<file path="src/rtl/cgra_pkg.sv">
// Shared definitions for the CGRA slot scheduler: default sizing, slot-index
// width and the scheduler state encoding.
package cgra_pkg;

  localparam int unsigned N_SLOTS    = 2;
  localparam int unsigned N_COL      = 4;
  localparam int unsigned SLOT_IDX_W = (N_SLOTS > 1) ? $clog2(N_SLOTS) : 1;

  typedef enum logic [1:0] {
    StIdle,
    StArb,
    StLaunch,
    StAck
  } sched_state_e;

endpackage

</file>
<file path="src/rtl/cgra_col_alloc.sv">
// Combinational column allocator: finds the lowest-indexed contiguous window of
// (ncol_i + 1) free columns in busy_i. Windows never wrap past column N_COL-1.
module cgra_col_alloc #(
  parameter int unsigned N_COL = 4
) (
  input  logic [N_COL-1:0] busy_i,
  input  logic [1:0]       ncol_i,
  output logic [N_COL-1:0] mask_o,
  output logic             fit_o
);

  int                 width;
  logic [N_COL-1:0]   win;

  // Scan start positions from the top down so the lowest fitting window wins.
  always_comb begin
    width  = 32'(ncol_i) + 1;
    mask_o = '0;
    fit_o  = 1'b0;
    win    = '0;
    for (int s = int'(N_COL) - 1; s >= 0; s--) begin
      for (int c = 0; c < int'(N_COL); c++) begin
        win[c] = (c >= s) && (c < s + width);
      end
      // A window running off the top column is not a window at all.
      if ((s + width <= int'(N_COL)) && ((busy_i & win) == '0)) begin
        fit_o  = 1'b1;
        mask_o = win;
      end
    end
  end

endmodule

</file>
<file path="src/rtl/cgra_slot_scheduler.sv">
// CGRA slot scheduler: picks a pending kernel request, allocates a contiguous
// column window, hands it to the context loader and acknowledges the slot.
// Optional feature macro: CGRA_SCHED_RR_EN selects round-robin slot priority;
// when undefined, the lowest requesting slot index that fits wins.
module cgra_slot_scheduler
  import cgra_pkg::*;
#(
  parameter int unsigned N_SLOTS  = cgra_pkg::N_SLOTS,
  parameter int unsigned N_COL    = cgra_pkg::N_COL,
  parameter int unsigned KER_ID_W = 4,
  localparam int unsigned IDX_W   = (N_SLOTS > 1) ? $clog2(N_SLOTS) : 1
) (
  input  logic                               clk_i,
  input  logic                               rst_ni,
  input  logic [N_SLOTS-1:0][KER_ID_W-1:0]   slot_ker_id_i,
  input  logic [N_SLOTS-1:0][1:0]            slot_ncol_i,
  input  logic [N_COL-1:0]                   col_status_i,
  output logic                               launch_valid_o,
  input  logic                               launch_ready_i,
  output logic [KER_ID_W-1:0]                launch_ker_id_o,
  output logic [N_COL-1:0]                   launch_col_mask_o,
  output logic [N_COL-1:0]                   acc_req_o,
  output logic                               acc_ack_o,
  output logic [IDX_W-1:0]                   c_id_req_clear_o
);

  sched_state_e state_q, state_d;

  logic [N_SLOTS-1:0]            slot_req;
  logic [N_SLOTS-1:0]            slot_fit;
  logic [N_SLOTS-1:0]            slot_cand;
  logic [N_SLOTS-1:0][N_COL-1:0] slot_mask;
  logic                          any_req;

  logic                          sel_found;
  logic [IDX_W-1:0]              sel_idx;

  logic [KER_ID_W-1:0]           id_q;
  logic [N_COL-1:0]              mask_q;
  logic [IDX_W-1:0]              slot_q;

  // One allocator per slot so a slot that does not fit cannot hide one that does.
  for (genvar g = 0; g < int'(N_SLOTS); g++) begin : g_slot
    assign slot_req[g] = |slot_ker_id_i[g];

    cgra_col_alloc #(
      .N_COL (N_COL)
    ) u_col_alloc (
      .busy_i (col_status_i),
      .ncol_i (slot_ncol_i[g]),
      .mask_o (slot_mask[g]),
      .fit_o  (slot_fit[g])
    );
  end

  assign slot_cand = slot_req & slot_fit;
  assign any_req   = |slot_req;

`ifdef CGRA_SCHED_RR_EN
  logic [IDX_W-1:0] rr_ptr_q;
  int unsigned      cand_i;

  // Round-robin pick: first fitting request at or after the pointer.
  always_comb begin
    sel_found = 1'b0;
    sel_idx   = '0;
    cand_i    = 0;
    for (int unsigned k = 0; k < N_SLOTS; k++) begin
      cand_i = (32'(rr_ptr_q) + k) % N_SLOTS;
      if (!sel_found && slot_cand[IDX_W'(cand_i)]) begin
        sel_found = 1'b1;
        sel_idx   = IDX_W'(cand_i);
      end
    end
  end

  // Pointer moves to the slot after the one just acknowledged.
  always_ff @(posedge clk_i or negedge rst_ni) begin
    if (!rst_ni) begin
      rr_ptr_q <= '0;
    end else if (state_q == StAck) begin
      rr_ptr_q <= (slot_q == IDX_W'(N_SLOTS - 1)) ? '0 : slot_q + IDX_W'(1);
    end
  end
`else
  // Fixed priority pick: lowest fitting slot index wins.
  always_comb begin
    sel_found = 1'b0;
    sel_idx   = '0;
    for (int unsigned k = 0; k < N_SLOTS; k++) begin
      if (!sel_found && slot_cand[IDX_W'(k)]) begin
        sel_found = 1'b1;
        sel_idx   = IDX_W'(k);
      end
    end
  end
`endif

  // State register.
  always_ff @(posedge clk_i or negedge rst_ni) begin
    if (!rst_ni) begin
      state_q <= StIdle;
    end else begin
      state_q <= state_d;
    end
  end

  // Next-state logic.
  always_comb begin
    state_d = state_q;
    unique case (state_q)
      StIdle: begin
        if (any_req) state_d = StArb;
      end
      StArb: begin
        if (!any_req) begin
          state_d = StIdle;
        end else if (sel_found) begin
          state_d = StLaunch;
        end
      end
      StLaunch: begin
        // Launch completes even if the slot ID was dropped meanwhile.
        if (launch_ready_i) state_d = StAck;
      end
      StAck: begin
        state_d = StIdle;
      end
      default: state_d = StIdle;
    endcase
  end

  // Capture the winning slot, its ID and granted window at the end of arbitration.
  always_ff @(posedge clk_i or negedge rst_ni) begin
    if (!rst_ni) begin
      id_q   <= '0;
      mask_q <= '0;
      slot_q <= '0;
    end else if ((state_q == StArb) && sel_found) begin
      id_q   <= slot_ker_id_i[sel_idx];
      mask_q <= slot_mask[sel_idx];
      slot_q <= sel_idx;
    end
  end

  // Outputs decoded from state; everything is zero outside its own phase.
  always_comb begin
    launch_valid_o    = 1'b0;
    launch_ker_id_o   = '0;
    launch_col_mask_o = '0;
    acc_ack_o         = 1'b0;
    acc_req_o         = '0;
    c_id_req_clear_o  = '0;
    unique case (state_q)
      StLaunch: begin
        launch_valid_o    = 1'b1;
        launch_ker_id_o   = id_q;
        launch_col_mask_o = mask_q;
      end
      StAck: begin
        acc_ack_o        = 1'b1;
        acc_req_o        = mask_q;
        c_id_req_clear_o = slot_q;
      end
      default: begin
      end
    endcase
  end

endmodule

</file>
<file path="config.mk">
export PLATFORM = sky130hd
export DESIGN_NAME = cgra_slot_scheduler
export DESIGN_NICKNAME = d
export VERILOG_FILES = /design/src/rtl/cgra_pkg.sv /design/src/rtl/cgra_col_alloc.sv /design/src/rtl/cgra_slot_scheduler.sv
export SDC_FILE = /design/constraint.sdc
export NUM_CORES = 1
export LEC_CHECK = 0
export CORE_MARGIN = 2
export CORE_UTILIZATION = 49
export CTS_CLUSTER_DIAMETER = 80
export DETAILED_ROUTE_END_ITERATION = 8
export PLACE_DENSITY = 0.91
export RECOVER_POWER = 50
export SETUP_SLACK_MARGIN = 0.3
export SYNTH_ARGS = -nofsm -noshare
export SYNTH_HDL_FRONTEND = slang
export SYNTH_HIERARCHICAL = 1
export SYNTH_SLANG_ARGS = --single-unit
export TNS_END_PERCENT = 5
</file>
<file path="constraint.sdc">
create_clock -name clk_i -period 1.5 [get_ports clk_i]
set_input_delay 0.3 -clock clk_i [delete_from_list [all_inputs] [get_ports clk_i]]
set_output_delay 0.3 -clock clk_i [all_outputs]
set_load 0.1 [all_outputs]
</file>
==> results of run 1 <==
metrics by stage:
step	utilization [%]	instances	area, sq um	TNS, ps	setup slack, ps
detailed placement	88.94	260	2223	-13710	-1284
global placement	88.94	260	2223	-12730	-1202
floorplan	-	150	1348	-10230	-591.1
cells by family after synthesis:
kind of cell             after synthesis  share of synthesized area (%)
XOR/XNOR                               2                          1.334
adder cells (fa/ha/maj)               12                          11.43
AO/OA/AOI/OAI                         44                          27.14
buffers and inverters                 15                          4.952
multiplexers                           8                          6.095
flip-flops                            11                          20.95
AND/OR/NAND/NOR                       58                          28.09
==> results_tabular.tex, run 1 <==
\begin{tabular}{lr}
\hline
Metric & Value \\
\hline
\multicolumn{2}{l}{\textbf{Floorplanning}} \\
I/O pin count & 34 \\
Initial cell density of the core & 52.55\% \\
Width of the chip & around 56 um \\
Rows & 18 \\
Die outline height & 55.78 um \\
\multicolumn{2}{l}{\textbf{CTS}} \\
Depth of the CTS H-tree & 1 \\
CTS max path bufs & 2 \\
\# resized after CTS & 86 \\
Cts bufs inserted & 3 \\
Root cell of the clock tree & clkbuf\_4 \\
CTS Hold Buffers Added & 0 \\
Post CTS Setup Buffer Count & 10 \\
CTS Sinks & 11 \\
\multicolumn{2}{l}{\textbf{Synthesis}} \\
Post-synthesis sequential element count & 11 \\
List of most frequent post-synthesis cells & ha\_1, dfrtp\_1, inv\_1 \\
Commonest register cell after synthesis & dfrtp\_1 \\
Syn Nets & roughly 180 \\
Post-synth top area share & a little over a fifth \\
Netlist Area Pre-Place & between 1000 and 1500 sq um \\
Share of synthesized flip-flops with an asynchronous set or reset & between 90\% and 100\% \\
Number of enable flip-flop cells after synthesis & 0 \\
Yosys synthesis warning count & 6 \\
Cells after Synth & 150 \\
Largest cells by area after synthesis & dfrtp\_1, ha\_1, mux2i\_1, and2\_1, and3\_1 \\
Library cell with the highest instance count after synthesis & ha\_1 \\
Sequential-to-total area share from yosys stat & 20.95\% \\
Synth cell types & 40 \\
Mean area per synthesized cell & around 8.8 sq um \\
Largest area contributor in the synthesized netlist & dfrtp\_1 \\
\multicolumn{2}{l}{\textbf{Outcome}} \\
Run status & stopped before the end \\
Run-stopping error & [ERROR DPL-0038] Utilization greater than 100\%, impossible to legalize \\
Failed at & clock tree synthesis \\
\multicolumn{2}{l}{\textbf{Placed design}} \\
Number of I/O port buffers & 33 \\
Routability cong. & around 0.94 \\
DP Wirelength & 3975 um \\
\hline
\end{tabular}
==> run 2, diff against run 1 <==
- CORE_UTILIZATION: 49 -> 35
- CTS_CLUSTER_DIAMETER: 80 -> default
- PLACE_DENSITY: 0.91 -> default
- PLACE_DENSITY_LB_ADDON: default -> 0.15
- SETUP_SLACK_MARGIN: 0.3 -> default
==> results_tabular.tex, run 2 <==
\begin{tabular}{lr}
\hline
Metric & Value \\
\hline
\multicolumn{2}{l}{\textbf{Finish}} \\
Final cell count without fillers & between 200 and 300 \\
Most common cell after layout, fill and taps aside & buf\_4 \\
Layout-stage area growth over the synthesis result & 108.3\% \\
Most frequent cells in the layout & buf\_4, buf\_12, dfrtp\_1 \\
Layout cells sized above 1 & 62.35\% \\
Final antenna diode count & 0 \\
Final net count & around 280 \\
Largest registers & id\_q (4), mask\_q (4) \\
\multicolumn{2}{l}{\textbf{Drt}} \\
Wirelength, routed & 4727 um \\
Vias post-DR & between 1.5k and 2k \\
Vias per cell & $\sim$5.4 \\
Wire length per cell & between 15 and 20 um \\
Drc violations & 0 \\
First-pass detailed-route iteration total & 4 \\
Post-route antenna net violation count & 0 \\
Number of design-rule violations left by the first detailed-router iteration & 87 \\
\multicolumn{2}{l}{\textbf{Synthesis}} \\
Commonest register cell after synthesis & dfrtp\_1 \\
List of most frequent post-synthesis cells & ha\_1, dfrtp\_1, inv\_1 \\
Syn Nets & 181 \\
Number of enable flip-flop cells after synthesis & 0 \\
Library cell with the highest instance count after synthesis & ha\_1 \\
Post-synthesis sequential element count & 11 \\
Synth cell types & 40 \\
Largest area contributor in the synthesized netlist & dfrtp\_1 \\
Netlist Area Pre-Place & between 1000 and 1500 sq um \\
Post-synth top area share & about a fifth \\
Mean area per synthesized cell & 8.758 sq um \\
Yosys synthesis warning count & 6 \\
Largest cells by area after synthesis & dfrtp\_1, ha\_1, mux2i\_1, and2\_1, and3\_1 \\
Cells after Synth & 150 \\
Share of synthesized flip-flops with an asynchronous set or reset & 100.0\% \\
Sequential-to-total area share from yosys stat & 20.95\% \\
\multicolumn{2}{l}{\textbf{CTS}} \\
TritonCTS clock tree & built \\
Root cell of the clock tree & clkbuf\_8 \\
Clock Latency Late Sink & $\sim$240 ps \\
Depth of the CTS H-tree & 1 \\
Clock-pin slew of the registers on the worst-case setup and hold paths & 50 ps \\
CTS max path bufs & 2 \\
CTS Sinks & 11 \\
Cts bufs inserted & 3 \\
\multicolumn{2}{l}{\textbf{STA}} \\
Final setup viols & 21 \\
Sum of negative setup slack & -5785 ps \\
Unrepaired setup endpoints after global routing & true \\
Final-layout worst hold slack & approximately 460 ps \\
Final Worst Setup Slack & -504.6 ps \\
Final period utilization & 133.6\% \\
Fmax & between 0.4 and 0.5 GHz \\
Worst-case headroom to the max-slew limit & about 66\% \\
Shortest clock period the worst path allows after layout & roughly 2000 ps \\
Worst Tran Pin Value & between 500 and 600 ps \\
Post-route clock skew & around 1.9 ps \\
Final hold violation count & 0 \\
Final number of max-transition violations & 0 \\
\multicolumn{2}{l}{\textbf{Outcome}} \\
Run status & finished, violations left \\
Failing checks & setup timing \\
\multicolumn{2}{l}{\textbf{Critical path}} \\
Largest fanout on the critical path & 5 \\
Crit path arrival time & approximately 2100 ps \\
Last element of the critical path & id\_q[2] \\
Critical path, cell by cell & buf\_8, inv\_6, ha\_4, mux2i\_2, o21ai\_2, a21o\_4, o2111ai\_4, o41a\_1, o21ai\_4, a221o\_1 \\
Required arrival time at the worst endpoint & approximately 1600 ps \\
Register-to-register setup slack & -60 ps \\
Cell with the biggest individual delay on the critical path & a221o\_1 \\
Element type at the critical path end & flop \\
Critical register-to-register path endpoint & id\_q[2] \\
Delay of the slowest cell on the worst path & approximately 370 ps \\
Worst reg-to-reg path cell count & 4 \\
CP Launch Type & primary input \\
Crit. path cell count & 10 \\
Critical path origin & slot\_ncol\_i[2] \\
Critical path buffers and inverters & 2 \\
Largest delay share family, worst path & compound AO/OA/AOI/OAI gates \\
Critical setup path kind & in -> reg \\
\multicolumn{2}{l}{\textbf{Placed design}} \\
Pre-CTS setup slack & -1302 ps \\
Placed Instances & around 280 \\
DP Wirelength & between 3000 and 4000 um \\
Number of I/O port buffers & 33 \\
Routability cong. & around 0.90 \\
\multicolumn{2}{l}{\textbf{GRT}} \\
Via count of the first global-routing pass & between 1.5k and 2k \\
Global-route wire length before repair & 7714 um \\
Congestion Overflow GR & 0 \\
Total track usage & between 20\% and 30\% \\
Maximum number of pins on one net before global-route repair & 12 \\
Antenna violations before repair & 0 \\
\multicolumn{2}{l}{\textbf{Floorplanning}} \\
Die ar. & about 4300 sq um \\
Initial cell density of the core & 36.16\% \\
Die outline height & 65.27 um \\
I/O pin count & 34 \\
Rows & 22 \\
Placeable core region & approximately 3600 sq um \\
Width of the chip & roughly 65 um \\
\multicolumn{2}{l}{\textbf{Power and ir drop}} \\
PnR Total Power & between 3 and 4 mW \\
Standby leakage power & between 1 and 1.5 nW \\
Worst IR drop on VDD & between 0.0004 and 0.0005 V \\
Total power divided by cell area & between 1000 and 1500 nW/um\^{}2 \\
\multicolumn{2}{l}{\textbf{Min path}} \\
Worst Hold Class & in -> async \\
\multicolumn{2}{l}{\textbf{Flow run}} \\
Max-Cap Viols & 0 \\
\hline
\end{tabular}
==> run 2: how the worst min path moves through the flow <==
| stage | start | to |
|---|---|---|
| finish | rst_ni | state_q[0] |
| CTS | rst_ni | id_q[0] |
| global placement | mask_q[3] | mask_q[3] |
| detailed placement | mask_q[3] | mask_q[3] |
| floorplan | rst_ni | async pin |
| global route | rst_ni | state_q[0] |
==> run 2: metal layers <==
metal,track usage [%],wire length [um],vias up
met5,0,0,-
met4,10.42,114,0
met3,3.253,159,14
met2,42.98,2559,48
met1,25.90,1894,755
li1,-,-,773
==> run 2: area by class of cell <==
class,instances,area (sq um)
Clock buffer,4,45.04
Tap cell,48,60.06
Timing Repair Buffer,96,989.7
Fill cell,257,897.1
Sequential cell,11,275.3
Inverter,11,58.81
Multi-Input combinational cell,125,1308
==> run 2: repair_timing <==
item                                    in CTS  in global routing
resized for setup                           87                 20
setup buffers                                9                  2
pin swaps                                   27                 22
hold buffers                                 0                  0
endpoints found under the setup margin      19                 26
gates cloned                                 1                  0
==> run 2: cell families (layout without fill, tap and decap cells) <==
kind of cell	count (synthesis)	in the layout	synth area share, %
buf+inv	15	111	4.952
fa+ha+maj	12	12	11.43
xor+xnor	2	2	1.334
compound gates	44	45	27.14
simple gates	58	58	28.09
mux	8	8	6.095
flops	11	11	20.95
==> run 2: worst reg2reg max path, stage by stage (launching register included) <==
cell and delay, ps:
dfrtp_1 370, buf_4 170, nor2b_1 370, o21ai_4 160, a221o_1 370
==> run 2: through the flow <==
| stage | utilization, % | cell area [sq um] |
|---|---|---|
| 2_1_floorplan | - | 1348 |
| 3_3_place_gp | 62.02 | 2253 |
| 6_report | 75.31 | 2736 |
| 3_5_place_dp | 62.02 | 2253 |
| 5_1_grt | 75.31 | 2736 |
| 4_1_cts | 72.18 | 2623 |
==> run 2: power by group <==
group / total [mW] / switching [mW] / internal [mW]
registers: 0.561 / 0.118 / 0.443
clock network: 0.305 / 0.118 / 0.187
logic: 2.66 / 1.49 / 1.17
No activity file was read; power rests on OpenSTA's default activity.
